===== config.mk =====
export PLATFORM = sky130hd
export DESIGN_NAME = phy_lane_serdes
export DESIGN_NICKNAME = d
export VERILOG_FILES = /design/src/rtl/phy_lane_serdes.sv
export SDC_FILE = /design/constraint.sdc
export NUM_CORES = 1
export LEC_CHECK = 0
export BUFFER_PORTS_ARGS = -buffer_cell sky130_fd_sc_hd__buf_4
export CORE_ASPECT_RATIO = 1.1
export CORE_MARGIN = 5
export CORE_UTILIZATION = 25
export DETAILED_ROUTE_END_ITERATION = 8
export GPL_TIMING_DRIVEN = 0
export PLACE_DENSITY = 0.51
export SLEW_MARGIN = 20
export SYNTH_ARGS = -nofsm -noshare
export SYNTH_HDL_FRONTEND = slang
export SYNTH_SLANG_ARGS = --single-unit

===== constraint.sdc =====
create_clock -name clk -period 1.5 [get_ports clk]
set_input_delay 0.075 -clock clk [delete_from_list [all_inputs] [get_ports clk]]
set_output_delay 0.075 -clock clk [all_outputs]
set_load 0.05 [all_outputs]

===== src/rtl/phy_lane_serdes.sv =====
// Multi-lane byte serialiser/deserialiser with 0xBC comma alignment on lane 0.
// Optional feature macro: PHY_LOOPBACK_EN adds an internal ser_out->RX loopback port.
module phy_lane_serdes #(
  parameter int LANES = 4
) (
  input  logic               clk,
  input  logic               reset,
`ifdef PHY_LOOPBACK_EN
  input  logic               loopback,
`endif
  input  logic [8*LANES-1:0] data_in,
  input  logic               valid_in,
  output logic               tx_ready,
  output logic [LANES-1:0]   ser_out,
  input  logic [LANES-1:0]   ser_in,
  output logic [8*LANES-1:0] data_out,
  output logic               valid_out,
  output logic               rx_strobe,
  output logic               active
);

  localparam int          DATA_W = 8 * LANES;
  localparam logic [7:0]  COMMA  = 8'hBC;

  typedef enum logic [1:0] {
    ST_SEARCH,
    ST_COUNT,
    ST_ACTIVE
  } rx_state_e;

  // ---------------------------------------------------------------------------
  // Transmit: one 8-bit shift register per lane, reloaded once per word period.
  // Handshake: there is no back-pressure. tx_ready is high for exactly one cycle
  // in every eight; data_in/valid_in are sampled only on that cycle's edge, and
  // valid_in = 0 there sends an idle word (0xBC on every lane).
  // ---------------------------------------------------------------------------
  logic [2:0]            tx_cnt_q, tx_cnt_d;
  logic [LANES-1:0][7:0] tx_sh_q, tx_sh_d;

  assign tx_ready = (tx_cnt_q == 3'd7);

  always_comb begin
    tx_cnt_d = tx_cnt_q + 3'd1;
    tx_sh_d  = tx_sh_q;
    for (int k = 0; k < LANES; k++) begin
      if (tx_ready) begin
        tx_sh_d[k] = valid_in ? data_in[8*k +: 8] : COMMA;
      end else begin
        tx_sh_d[k] = {tx_sh_q[k][6:0], 1'b0};
      end
    end
  end

  always_comb begin
    ser_out = '0;
    for (int k = 0; k < LANES; k++) begin
      ser_out[k] = tx_sh_q[k][7];
    end
  end

  always_ff @(posedge clk) begin
    if (reset) begin
      tx_cnt_q <= 3'd0;
      tx_sh_q  <= {LANES{COMMA}};
    end else begin
      tx_cnt_q <= tx_cnt_d;
      tx_sh_q  <= tx_sh_d;
    end
  end

  // ---------------------------------------------------------------------------
  // Receive shift registers
  // ---------------------------------------------------------------------------
  logic [LANES-1:0]      rx_src;
  logic [LANES-1:0][7:0] rx_sh_q, rx_sh_d;

`ifdef PHY_LOOPBACK_EN
  assign rx_src = loopback ? ser_out : ser_in;
`else
  assign rx_src = ser_in;
`endif

  always_comb begin
    rx_sh_d = rx_sh_q;
    for (int k = 0; k < LANES; k++) begin
      rx_sh_d[k] = {rx_sh_q[k][6:0], rx_src[k]};
    end
  end

  // ---------------------------------------------------------------------------
  // Alignment FSM. The phase counter free-runs once a comma is seen; phase 7 is
  // the cycle in which a complete, byte-aligned word sits in rx_sh_q.
  // ---------------------------------------------------------------------------
  rx_state_e          rx_state_q, rx_state_d;
  logic [2:0]         phase_q, phase_d;
  logic [1:0]         comma_q, comma_d;
  logic [DATA_W-1:0]  data_out_q, data_out_d;
  logic               valid_out_q, valid_out_d;
  logic               rx_strobe_q, rx_strobe_d;
  logic               boundary;
  logic               lane0_comma;
  logic               all_comma;

  assign boundary    = (phase_q == 3'd7);
  assign lane0_comma = (rx_sh_q[0] == COMMA);
  assign all_comma   = (rx_sh_q == {LANES{COMMA}});

  always_comb begin
    rx_state_d  = rx_state_q;
    phase_d     = phase_q + 3'd1;
    comma_d     = comma_q;
    data_out_d  = data_out_q;
    valid_out_d = valid_out_q;
    rx_strobe_d = 1'b0;
    case (rx_state_q)
      ST_SEARCH: begin
        phase_d     = 3'd0;
        comma_d     = 2'd0;
        valid_out_d = 1'b0;
        if (lane0_comma) begin
          rx_state_d = ST_COUNT;
          comma_d    = 2'd1;
        end
      end
      ST_COUNT: begin
        valid_out_d = 1'b0;
        if (boundary) begin
          if (lane0_comma) begin
            // The fourth consecutive comma wraps the 2-bit count back to zero.
            comma_d = comma_q + 2'd1;
            if (comma_q == 2'd3) begin
              rx_state_d = ST_ACTIVE;
            end
          end else begin
            rx_state_d = ST_SEARCH;
            comma_d    = 2'd0;
          end
        end
      end
      ST_ACTIVE: begin
        if (boundary) begin
          data_out_d  = rx_sh_q;
          valid_out_d = !all_comma;
          rx_strobe_d = 1'b1;
        end
      end
      default: begin
        rx_state_d = ST_SEARCH;
        phase_d    = 3'd0;
        comma_d    = 2'd0;
      end
    endcase
  end

  always_ff @(posedge clk) begin
    if (reset) begin
      rx_sh_q     <= '0;
      rx_state_q  <= ST_SEARCH;
      phase_q     <= 3'd0;
      comma_q     <= 2'd0;
      data_out_q  <= '0;
      valid_out_q <= 1'b0;
      rx_strobe_q <= 1'b0;
    end else begin
      rx_sh_q     <= rx_sh_d;
      rx_state_q  <= rx_state_d;
      phase_q     <= phase_d;
      comma_q     <= comma_d;
      data_out_q  <= data_out_d;
      valid_out_q <= valid_out_d;
      rx_strobe_q <= rx_strobe_d;
    end
  end

  assign data_out  = data_out_q;
  assign valid_out = valid_out_q;
  assign rx_strobe = rx_strobe_q;
  assign active    = (rx_state_q == ST_ACTIVE);

endmodule

# Yosys cells after proc, flatten, opt, wreduce, memory -nomap -nowiden
# Index checks and enable logic that the tools add are counted.
[op_classes] n_bitwise=4 n_eq_ne=11 reduce_logical=12 n_mux=20 n_addsub=3
[op_table] op="$mux W8" n=8
[op_table] op="$eq A32 B32 Y1 const B" n=1
[op_table] op="$mux W2" n=6
[op_table] op="$pmux W2 S3" n=2
[op_table] op="$eq A8 B8 Y1 const B" n=1
[op_table] op="$reduce_or A2 Y1" n=4
[op_table] op="$add A3 B1 Y3 const B" n=2
[op_table] op="$eq A3 B3 Y1 const B" n=2
[op_table] op="$reduce_and A2 Y1" n=3
[op_table] op="$eq A2 B2 Y1 const B" n=2
[op_table] op="$ne A2 B2 Y1 const B" n=2
[op_table] op="$not A1 Y1" n=4
[op_table] op="$reduce_and A4 Y1" n=1
[op_table] op="$mux W1" n=3
[op_table] op="$ne A3 B3 Y1 const B" n=1
[op_table] op="$reduce_or A3 Y1" n=1
[op_table] op="$add A2 B1 Y2 const B" n=1
[op_table] op="$eq A2 B1 Y1 const B" n=1
[op_table] op="$logic_not A2 Y1" n=1
[op_table] op="$ne A2 B1 Y1 const B" n=1
[op_table] op="$pmux W1 S2" n=1
[op_table] op="$reduce_bool A2 Y1" n=1
[op_table] op="$logic_not A1 Y1" n=1
[word_totals] wordCells=69 ff_bits=108 out_inout_bits=40 inputBits=39

# Logic depth before layout (Yosys ltp)
# Gate-level depths: netlist (run 1).
[depth] ltp_word=5 depth_mapped=7

# Worst setup path before layout (run 1)
# Ideal clock, no wire load.
[synth_path] path_kind="register to register" startpoint="register tx_cnt_q[0]" endpoint="register tx_sh_q, in the netlist ser_out[0]" setup_time_ns=0.117 slack_ns=-0.344 period_less_slack_ns=1.844 n_path_buf=1 arrival_ns=1.727 required_ns=1.383 path_stages_with_launch=7 cell_sequence="dfxtp_1 ha_1 ha_1 nand2_1 or2_2 clkbuf_1 o22a_1"
[synth_via] elab_chain_cells=2
[synth_rtl] element="start: declaration" line="37" rtl="logic [2:0] tx_cnt_q, tx_cnt_d;"
[synth_rtl] element="start signal: assignment" line="66" rtl="tx_cnt_q <= tx_cnt_d;"
[synth_rtl] element="$eq A3 B3 Y1" line="40" rtl="assign tx_ready = (tx_cnt_q == 3'd7);"
[synth_rtl] element="net tx_ready" line="13" rtl="output logic tx_ready,"
[synth_rtl] element="$mux W8" line="46" rtl="if (tx_ready) begin"
[synth_rtl] element="end signal: assignment" line="64" rtl="tx_sh_q <= {LANES{COMMA}};"
[synth_rtl] element="end signal: assignment" line="67" rtl="tx_sh_q <= tx_sh_d;"
[synth_rtl] element="end: declaration" line="38" rtl="logic [LANES-1:0][7:0] tx_sh_q, tx_sh_d;"
# The timed path passes the listed nets, and every way through them passes these cells.
# A chain may end at the register's enable or synchronous reset.

# Final worst setup path (run 1)
[layout_path] startpoint="register phase_q[0]" endpoint="register valid_out_q, in the netlist valid_out"
[layout_via] elab_chain_cells=3
[layout_rtl] element="start: declaration" line="95" rtl="logic [2:0] phase_q, phase_d;"
[layout_rtl] element="start signal: assignment" line="167" rtl="phase_q <= phase_d;"
[layout_rtl] element="$eq A3 B3 Y1" line="104" rtl="assign boundary = (phase_q == 3'd7);"
[layout_rtl] element="net boundary" line="100" rtl="logic boundary;"
[layout_rtl] element="$ne A2 B1 Y1 (no source line)"
[layout_rtl] element="$reduce_and A2 Y1 (no source line)"
[layout_rtl] element="end signal: assignment" line="170" rtl="valid_out_q <= valid_out_d;"
[layout_rtl] element="end: declaration" line="98" rtl="logic valid_out_q, valid_out_d;"
# The timed path passes the listed nets, and every way through them passes these cells.

==> results of run 1 <==
-- how the worst min path moves through the flow --
stage | startpoint | endpoint | slack [ns] | cells after the start
3_5_place_dp | data_in[23] | ser_out[2] | 0.28 | 2
3_3_place_gp | data_in[19] | tx_sh_q[19] | 0.28 | 2
5_1_grt | valid_in | tx_sh_q[1] | 0.21 | 4
6_report | valid_in | tx_sh_q[14] | 0.20 | 4
4_1_cts | valid_in | tx_sh_q[14] | 0.19 | 4
2_1_floorplan | data_in[7] | ser_out[0] | 0.19 | 1
-- cell families (layout without fill, tap and decap cells) --
| logic type | Yosys count | count (layout) | synth area share, % |
|---|---|---|---|
| simple gates | 135 | 135 | 19.7 |
| compound gates | 72 | 72 | 13.4 |
| fa+ha+maj | 8 | 8 | 2.79 |
| flops | 108 | 108 | 60.3 |
| buf+inv | 30 | 160 | 3.70 |
-- state kept, by name, indices dropped and copies added (netlist names) --
signal,count
comma_q,2
data_out,32
phase_q,3
rx_sh_d,28
rx_sh_q,4
rx_state_q,2
rx_strobe,1
ser_out,4
tx_cnt_q,3
tx_sh_q,28
valid_out,1
-- tightest hold or removal path: cells and delay by family --
kind	cells	cell delay (ns)
AND/OR/NAND/NOR	2	0.13
buffers and inverters	1	0.11
AO/OA/AOI/OAI	1	0.17
-- routing by layer --
layer	part of all wire, %	wire, µm	vias to the layer above	GRT usage, %
met3	7.4	664	12	3.97
met4	1.4	129	0	3.23
met1	48	4260	1297	14.4
met2	43	3870	82	17.0
met5	0	0	-	0
li1	-	-	1431	-
-- through the flow --
| stage | cells | setup WS [ns] |
|---|---|---|
| 4_1_cts | 673 | -0.00588 |
| 5_1_grt | 675 | -0.0737 |
| 3_3_place_gp | 622 | -0.246 |
| 2_1_floorplan | 353 | 0.0239 |
| 6_report | 675 | 0.0232 |
| 3_5_place_dp | 622 | -0.238 |
-- cell type report --
| class | instances | area, µm² |
|---|---|---|
| fill | 1494 | 9070 |
| inverter | 5 | 18.8 |
| tap | 192 | 240 |
| clock inverter | 5 | 60.1 |
| multi-input combinational | 215 | 1370 |
| sequential | 108 | 2170 |
| buffer | 24 | 154 |
| clock buffer | 11 | 243 |
| timing repair buffer | 115 | 953 |
-- power by group --
part	internal [mW]	leakage (nW)	switching (mW)
combinational	0.195	1.05	0.132
clock	1.35	0.146	1.04
sequential	2.92	0.881	0.0256
-- cells in the mapped netlist (2+ instances only) --
cell type    n  area (µm²)
nand4_1      3        18.8
inv_1        5        18.8
nand3_1      2        10.0
nor2b_1     34         213
nor2_1       8        30.0
a22o_1       8        70.1
o22a_1      20         175
buf_4        4        30.0
nor4bb_1     2        20.0
nand2_1     69         259
nand4b_1     3        26.3
a21oi_1     35         175
buf_2        4        20.0
and2_1       5        31.3
dfxtp_1    108        2160
o21ai_0      3        15.0
ha_1         8         100
and3b_1      2        17.5
or2_2        2        12.5
clkbuf_1    16        60.1
-- timing repair --
action                     4_1_cts  5_1_grt
gates resized for setup         12       21
hold endpoints to repair        36        0
gates cloned                     0        0
hold buffers                    36        0
pin swaps                        0        6
setup endpoints to repair       63       64
setup buffers                    0        2
==> summary.txt, run 1 <==
Yosys
  • Synthesized cell area: 3580 µm²
  • Mapped Nets: 400
  • EDFF count, synth: 0
  • Post-synthesis sequential area ratio: 60.3%
  • Synthesized instance count: ~350
  • Unique cell type count in the Yosys netlist: 32
  • Syn avg cell area: roughly 10 µm²
  • Top FF cell, synth: dfxtp_1
  • Fraction of registers with async set/reset: 0%
  • Flip-flop and latch count after synthesis: 108
  • Synth warn: 0

Die
  • Initial Util: 25.1%
  • Rows: 46
  • Die height: 136 µm
  • Die Area: roughly 17000 µm²
  • Core region area: 14300 µm²
  • Die X: ~120 µm
  • I/O pins: 79

Global route
  • Vias in the first global route: 2949
  • Congestion Overflow GR: 0
  • First-pass GRT wire length: between 10000 and 15000 µm
  • All-Layer GR Usage: 11.0%
  • Largest net degree at the start of global routing: 18
  • Initial antenna violation count: 0

Drt
  • Total wire length: 8920 µm
  • Routed vias: 2822
  • Residual DRC count: 0
  • Post-route antenna net violation count: 0
  • Avg WL per Cell: 13.2 µm
  • Starting DRT DRC Count: 140
  • Vias per inst: 4.18
  • Iteration count of the initial detailed-routing pass: 4

STA
  • Tcrit/Tclk final: 98.5%
  • Final setup fails: 0
  • Max Freq: 0.677 GHz
  • Setup Skew: 0.00524 ns
  • Max Slew Vio Count: 0
  • Max-slew headroom: between 60% and 70%
  • Setup_tns: 0 ns
  • RSZ-0062 raised after global routing: true
  • Crit path time final: between 1 and 1.5 ns
  • Hold WS: between 0.2 and 0.25 ns
  • Hold Vio Cnt, Final: 0
  • Worst slew pin tran: around 0.53 ns

Layout
  • Fin util: 36.5%
  • Design area: 5200 µm²
  • Layout cells sized above 1: 26.5%
  • # diodes: 0
  • Most common cell after layout, fill and taps aside: dfxtp_1
  • Final nets: 525
  • Most frequent cells in the layout: 105 x dfxtp_1, 85 x buf_4, 68 x nand2_1, 36 x dlygate4sd3_1
  • P&R area growth vs syn: 45.2%

Placement
  • Final RePlAce weighted congestion: between 0.7 and 0.8
  • Number of port buffers: 77
  • Area after DPL: 4450 µm²
  • Detail Placement HPWL: 6180 µm

Worst setup path
  • Largest delay share family, worst path: simple AND/OR/NAND/NOR gates
  • Worst path most repeated cell: ha_4
  • Setup crit start kind: flip-flop
  • Worst Path Max Fanout: 6
  • Crit path buffers/inverters: 0
  • Cell depth of the worst setup path: 6
  • Critical path required time: 1.70 ns
  • Crit Reg-Reg Endpoint: valid_out
  • R2r worst-path depth: 6
  • Critical path cell sequence: ha_4, ha_4, and2_4, nand4_1, nor4_2, a221oi_1
  • Flop2flop setup slack: 0.02 ns
  • Reg-to-Reg Start: phase_q[0]
  • Crit. Startpoint: phase_q[0]
  • Critical Path Max Stage Delay: roughly 0.35 ns
  • Slowest cell on the critical path: dfxtp_2
  • CP endpoint: valid_out
  • Arr. time, crit path: 1.67 ns
  • CP Class: flip-flop to flip-flop
  • Crit end category: flip-flop

Power
  • Power Total: 5.66 mW
  • Static Leak: roughly 2.1 nW
  • Worst vdd ir: 0.000528 V
  • Power per cell area: 1090 nW/µm²

Clocking
  • Worst-path clk slew: approximately 0.07 ns
  • # clock sinks: roughly 110
  • Maximum clock insertion buffer count: 2
  • CTS Buf Count: 9
  • Clock Tree Root: clkbuf_16
  • CTS tree: done
  • H-tree levels: 3
  • Clk_lat worst skew: 0.34 ns

Status
  • Status: complete, no violations

Flow run
  • Max cap viols: 0

Min path
  • HP Class: primary input to flip-flop
Note: power is estimated with default switching activity, not from simulation.
==> inputs of run 2 (changes only) <==
ABC_AREA = 1   (was default)
HOLD_SLACK_MARGIN = 0.05   (was default)
==> summary.txt, run 2 <==
Layout
  • Final nets: 554
  • P&R area growth vs syn: 42.9%
  • Fin util: ~36%
  • Layout cells sized above 1: 27.0%
  • Most common cell after layout, fill and taps aside: dfxtp_1
  • Largest register FFs: 32
  • # diodes: 0
  • Design area: between 5000 and 6000 µm²
  • Most frequent cells in the layout: 108 x dfxtp_1, 90 x buf_4, 60 x nor2_1, 46 x inv_1, 36 x dlygate4sd3_1
  • Fill cells: 1500

Yosys
  • Synth cell count leaders: 108 x dfxtp_1, 60 x nor2_1, 46 x inv_1
  • Synthesized instance count: between 300 and 400
  • Synth area leader: dfxtp_1
  • Unique cell type count in the Yosys netlist: 22
  • Synth area leaders: dfxtp_1 60%, nor2_1 6.3%, o22a_1 4.9%
  • Synth warn: 0
  • Synthesized cell area: 3600 µm²
  • Flip-flop and latch count after synthesis: 108
  • Top FF cell, synth: dfxtp_1
  • Cell with the most instances after synthesis: dfxtp_1
  • Syn avg cell area: 9.44 µm²
  • Mapped Nets: between 400 and 500
  • Fraction of registers with async set/reset: 0%
  • Post-synthesis sequential area ratio: 60.1%
  • Yosys top cell area share: 60.1%
  • EDFF count, synth: 0

Global route
  • Vias in the first global route: ~2900
  • First-pass GRT wire length: 14600 µm
  • Largest net degree at the start of global routing: 18
  • Congestion Overflow GR: 0
  • Initial antenna violation count: 0
  • All-Layer GR Usage: 10.9%

Drt
  • Residual DRC count: 0
  • Starting DRT DRC Count: 120
  • Avg WL per Cell: 12.2 µm
  • Iteration count of the initial detailed-routing pass: 4
  • Post-route antenna net violation count: 0
  • Total wire length: 8590 µm
  • Vias per inst: 4.04
  • Routed vias: 2837

Placement
  • Number of port buffers: 78
  • Detail Placement HPWL: roughly 6000 µm
  • Final RePlAce weighted congestion: 0.780
  • Area after DPL: around 4400 µm²

Power
  • Psw: ~1.5 mW
  • Combinational share of power: approximately 12%
  • Share of total power in sequential cells: 48.5%
  • Power per cell area: ~1200 nW/µm²
  • Clock network power share: 39.4%
  • Internal: around 4.7 mW
  • Switching share of total power: 24.3%
  • Worst vdd ir: 0.000628 V
  • Static Leak: ~2.2 nW

Min path
  • Hold path start: valid_in
  • HP Class: primary input to flip-flop
  • Hold endpoint: tx_sh_q[13]
  • Hold path depth: 3

Worst setup path
  • Arr. time, crit path: roughly 1.3 ns
  • Reg-to-Reg Start: tx_cnt_q[0]
  • Crit Reg-Reg Endpoint: tx_sh_q[2]
  • Critical path cell sequence: ha_1, ha_2, buf_4
  • Flop2flop setup slack: 0.11 ns
  • Crit path buffers/inverters: 1
  • Worst Path Max Fanout: 3
  • R2r worst-path depth: 6
  • Largest delay share family, worst path: adder cells
  • Slowest cell on the critical path: dfxtp_1
  • Critical Path Max Stage Delay: 0.33 ns
  • Crit end category: output pin
  • Critical path required time: between 1 and 1.5 ns
  • CP Class: flip-flop to output pin
  • Setup crit start kind: flip-flop

Status
  • Status: complete, no violations

Clocking
  • Maximum clock insertion buffer count: 2
  • CTS Buf Count: 9
  • H-tree levels: 3
  • Clock Tree Root: clkbuf_16
  • # clock sinks: 108
  • Clk_lat worst skew: around 0.35 ns
  • Worst-path clk slew: roughly 0.07 ns
  • CTS tree: done

Die
  • Die Area: between 15000 and 20000 µm²
  • Initial Util: 25.2%
  • I/O pins: 79
  • Die X: 124 µm
  • Rows: 46
  • Die height: 136 µm
  • Core region area: around 14000 µm²

STA
  • Crit path time final: 1.40 ns
  • Worst slew pin tran: 0.234 ns
  • Hold Vio Cnt, Final: 0
  • Setup Skew: 0.00708 ns
  • Final setup fails: 0
  • RSZ-0062 raised after global routing: false
  • Tcrit/Tclk final: 93.3%
  • Max Freq: 0.715 GHz
  • Max-slew headroom: 84.4%
  • Setup_tns: 0 ns
  • Max Slew Vio Count: 0

Flow run
  • Max cap viols: 0
-- run 2: changes by cell type after synthesis, moves of 8 or more --
| cell | before | now |
|---|---|---|
| clkbuf_1 | 16 | 0 |
| buf_2 | 4 | 14 |
| nand2_1 | 69 | 12 |
| nor2b_1 | 34 | 0 |
| inv_1 | 5 | 46 |
| inv_2 | 0 | 8 |
| o21ai_1 | 0 | 33 |
| nor2_1 | 8 | 60 |
-- run 2: kinds of logic after synthesis --
family	count (synthesis)	synth area share (%)
AOI/OAI and AO/OA	95	16.3
adders and majority gates	8	2.78
buffers and inverters	76	9.25
DFF	108	60.1
and+or+nand+nor	94	11.6
-- run 2: worst max-delay path by stage --
| stage | startpoint | to | slack (ns) | depth (start not counted) |
|---|---|---|---|---|
| CTS | phase_q[0] | data_out[10] | 0.03 | 7 |
| global route | phase_q[0] | data_out[10] | 0.008 | 7 |
| detailed placement | tx_cnt_q[0] | ser_out[2] | -0.05 | 6 |
| floorplan | tx_cnt_q[0] | tx_sh_q[12] | 0.009 | 6 |
| finish | tx_cnt_q[0] | tx_ready | 0.10 | 3 |
| global placement | tx_cnt_q[0] | ser_out[0] | -0.06 | 6 |
-- run 2: power groups by stage --
stage                     sequential, mW  combinational, mW  clock (mW)
after global placement              3.08              0.666           0
after CTS                           3.01              0.757        2.54
after detailed placement            3.08              0.668           0
final                               3.01              0.753        2.45
after floorplan                     3.07              0.479           0
after global routing                3.02              0.871        2.65
-- run 2: cell type report --
cell class	instances	area, µm²	share of cell area (%)
timing repair buffer	115	953	18.5
multi-input combinational	197	1130	21.9
clock inverter	4	56.3	1.09
buffer	22	150	2.92
inverter	54	203	3.94
tap	192	240	4.67
sequential	108	2160	42.0
clock buffer	11	253	4.91
-- run 2: worst register-to-register path: stages, from the launching register on --
cell     delay [ns]
dfxtp_1        0.31
ha_1           0.19
ha_2           0.22
nor2_4         0.13
inv_2          0.04
buf_2          0.18
o22a_1         0.21
-- run 2: routing by layer --
layer	track usage, %	wire length [µm]	vias to the layer above
li1	-	-	1491
met1	13.8	4110	1275
met2	17.4	3990	58
met3	3.50	352	13
met4	4.38	137	0
met5	0	0	-
-- run 2: through the flow --
step	power (mW)	worst slack, ns	std cells	hold WS [ns]
after floorplan	3.55	0.00898	381	0.182
after global placement	3.74	-0.0583	651	0.276
after detailed placement	3.75	-0.0531	651	0.281
after CTS	6.31	0.0312	703	0.118
after global routing	6.54	0.00786	703	0.0991
final	6.21	0.101	703	0.0949
-- run 2: timing repair --
| action | CTS | global route |
|---|---|---|
| setup buffers | 1 | 0 |
| hold buffers | 36 | 0 |
| resized for setup | 2 | 13 |
| pin swaps | 1 | 0 |
| setup endpoints to repair | 31 | 41 |
| endpoints found under the hold margin | 36 | 0 |
==> inputs of run 3 (changes only) <==
CELL_PAD_IN_SITES_DETAIL_PLACEMENT = 1   (was default)
CELL_PAD_IN_SITES_GLOBAL_PLACEMENT = 1   (was default)
PLACE_DENSITY = 0.62   (was 0.51)
==> summary.txt, run 3 (synthesis results as in run 2) <==
Power
  • Internal: 4.80 mW
  • Static Leak: 2.23 nW
  • Worst vdd ir: 0.000670 V
  • Psw: 1.55 mW
  • Power per cell area: 1230 nW/µm²
  • Share of total power in sequential cells: 47.5%
  • Combinational share of power: 12.3%
  • Clock network power share: 40.2%
  • Switching share of total power: 24.4%
  • Power Total: ~6.3 mW

Status
  • Status: complete, no violations

Drt
  • Starting DRT DRC Count: 112
  • Routed vias: 2939
  • Post-route antenna net violation count: 0
  • Vias per inst: 4.17
  • Iteration count of the initial detailed-routing pass: 4
  • Avg WL per Cell: ~14 µm
  • Total wire length: approximately 10000 µm
  • Residual DRC count: 0

Min path
  • Hold endpoint: tx_sh_q[13]
  • HP Class: primary input to flip-flop
  • Hold path start: valid_in
  • Hold path depth: 3

Global route
  • All-Layer GR Usage: 11.8%
  • Largest net degree at the start of global routing: 19
  • Congestion Overflow GR: 0
  • Initial antenna violation count: 1
  • First-pass GRT wire length: 16000 µm
  • Vias in the first global route: ~3200

Layout
  • Most common cell after layout, fill and taps aside: dfxtp_1
  • Largest register FFs: 32
  • Layout cells sized above 1: 27.1%
  • Final nets: 554
  • Most frequent cells in the layout: 108 x dfxtp_1, 88 x buf_4, 59 x nor2_1, 46 x inv_1, 36 x dlygate4sd3_1
  • P&R area growth vs syn: 43.6%
  • Layout Cells excl Fill: 705

Worst setup path
  • Setup crit start kind: flip-flop
  • Critical Path Max Stage Delay: between 0.3 and 0.4 ns
  • Crit end category: flip-flop
  • Flop2flop setup slack: 0.08 ns
  • Critical path cell sequence: ha_1, ha_2, nand3_2, buf_4, o22a_1
  • Arr. time, crit path: roughly 1.7 ns
  • Reg-to-Reg Start: tx_cnt_q[0]
  • Largest delay share family, worst path: adder cells
  • Crit Reg-Reg Endpoint: tx_sh_q[10]
  • R2r worst-path depth: 5
  • Cell depth of the worst setup path: 5
  • Slowest cell on the critical path: dfxtp_1
  • CP Class: flip-flop to flip-flop
  • Worst Path Max Fanout: 10
  • Crit path buffers/inverters: 1
  • Critical path required time: 1.73 ns

Placement
  • Number of port buffers: 78
  • Final RePlAce weighted congestion: a little over 0.7
  • Pre-CTS setup slack: -0.0697 ns
  • Post-Place Cells: 651
  • Detail Placement HPWL: 6650 µm

Clocking
  • # clock sinks: 108
  • H-tree levels: 3
  • Clk_lat worst skew: 0.34 ns
  • Clock Tree Root: clkbuf_16
  • CTS tree: done
  • Worst-path clk slew: 0.07 ns
  • CTS Buf Count: 9
  • Maximum clock insertion buffer count: 2

STA
  • Worst slew pin tran: 0.231 ns
  • Setup Skew: 0.00469 ns
  • Setup_tns: 0 ns
  • Final setup fails: 0
  • RSZ-0062 raised after global routing: false
  • Max-slew headroom: 84.6%
  • Final WS setup: 0.0761 ns
  • Max Slew Vio Count: 0
  • Hold WS: 0.162 ns
  • Tcrit/Tclk final: 94.9%
  • Hold Vio Cnt, Final: 0
  • Max Freq: 0.702 GHz
  • Crit path time final: roughly 1.4 ns

Die
  • Die Area: 16900 µm²
  • Rows: 46
  • Core region area: 14300 µm²
  • I/O pins: 79
  • Die height: 136 µm
  • Initial Util: between 20% and 30%
  • Die X: 124 µm

Flow run
  • Max cap viols: 0
run 3: changes by cell type in the layout (fill, tap and decap cells not counted), sizes merged:
| cell | before | now |
|---|---|---|
| clkinv | 1 | 2 |
| bufinv | 1 | 2 |
| diode | 0 | 1 |
| buf | 101 | 100 |
| inv | 56 | 54 |
| clkinvlp | 0 | 2 |
run 3: what timing repair did:
action                     CTS  global route
cloned                       0             0
hold endpoints to repair    36             0
setup buffers                1             0
pin swaps                    1             0
gates resized for setup      3            12
hold buffers                36             0
setup endpoints to repair   51            39
run 3: how the worst max path moves through the flow:
stage                           start            to  slack (ns)
after floorplan           tx_cnt_q[0]   tx_sh_q[12]       0.009
after global placement    tx_cnt_q[0]   tx_sh_q[21]       -0.03
after detailed placement   phase_q[0]  data_out[29]       -0.07
after CTS                  phase_q[0]  data_out[15]       0.002
after global routing      tx_cnt_q[0]   tx_sh_q[20]       0.002
final                     tx_cnt_q[0]   tx_sh_q[10]        0.08
run 3: power groups by stage:
stage / clock network (mW) / registers (mW) / logic, mW
global placement: 0 / 3.08 / 0.667
floorplan: 0 / 3.07 / 0.479
detailed placement: 0 / 3.08 / 0.694
finish: 2.55 / 3.01 / 0.780
CTS: 2.65 / 3.02 / 0.782
global route: 2.77 / 3.03 / 0.861
run 3: per-layer routing:
layer,global-route usage (%),share of wire [%],vias up
met3,2.87,3.5,15
met2,20.2,50,51
met4,5.79,2.7,0
met5,0,0,-
met1,13.9,44,1384
li1,-,-,1489
run 3: area by class of cell:
type / instances / area (µm²)
Inverter: 54 / 205
Timing Repair Buffer: 115 / 953
Tap cell: 192 / 240
Antenna cell: 1 / 2.50
Sequential cell: 108 / 2160
Multi-Input combinational cell: 197 / 1120
Buffer: 22 / 154
Clock inverter: 6 / 100
Fill cell: 1664 / 9110
Clock buffer: 10 / 229
run 3: through the flow:
| step | instance area, µm² | util [%] |
|---|---|---|
| 6_report | 5170 | 36.2 |
| 5_1_grt | 5170 | 36.2 |
| 4_1_cts | 5140 | 36.0 |
| 3_5_place_dp | 4430 | 31.0 |
| 3_3_place_gp | 4430 | 31.0 |
| 2_1_floorplan | 3600 | - |
run 3: tightest hold or removal path, delay by kind of cell:
family	cells	cell delay, ns
and+or+nand+nor	1	0.15
AOI/OAI and AO/OA	1	0.14
buffers and inverters	1	0.11
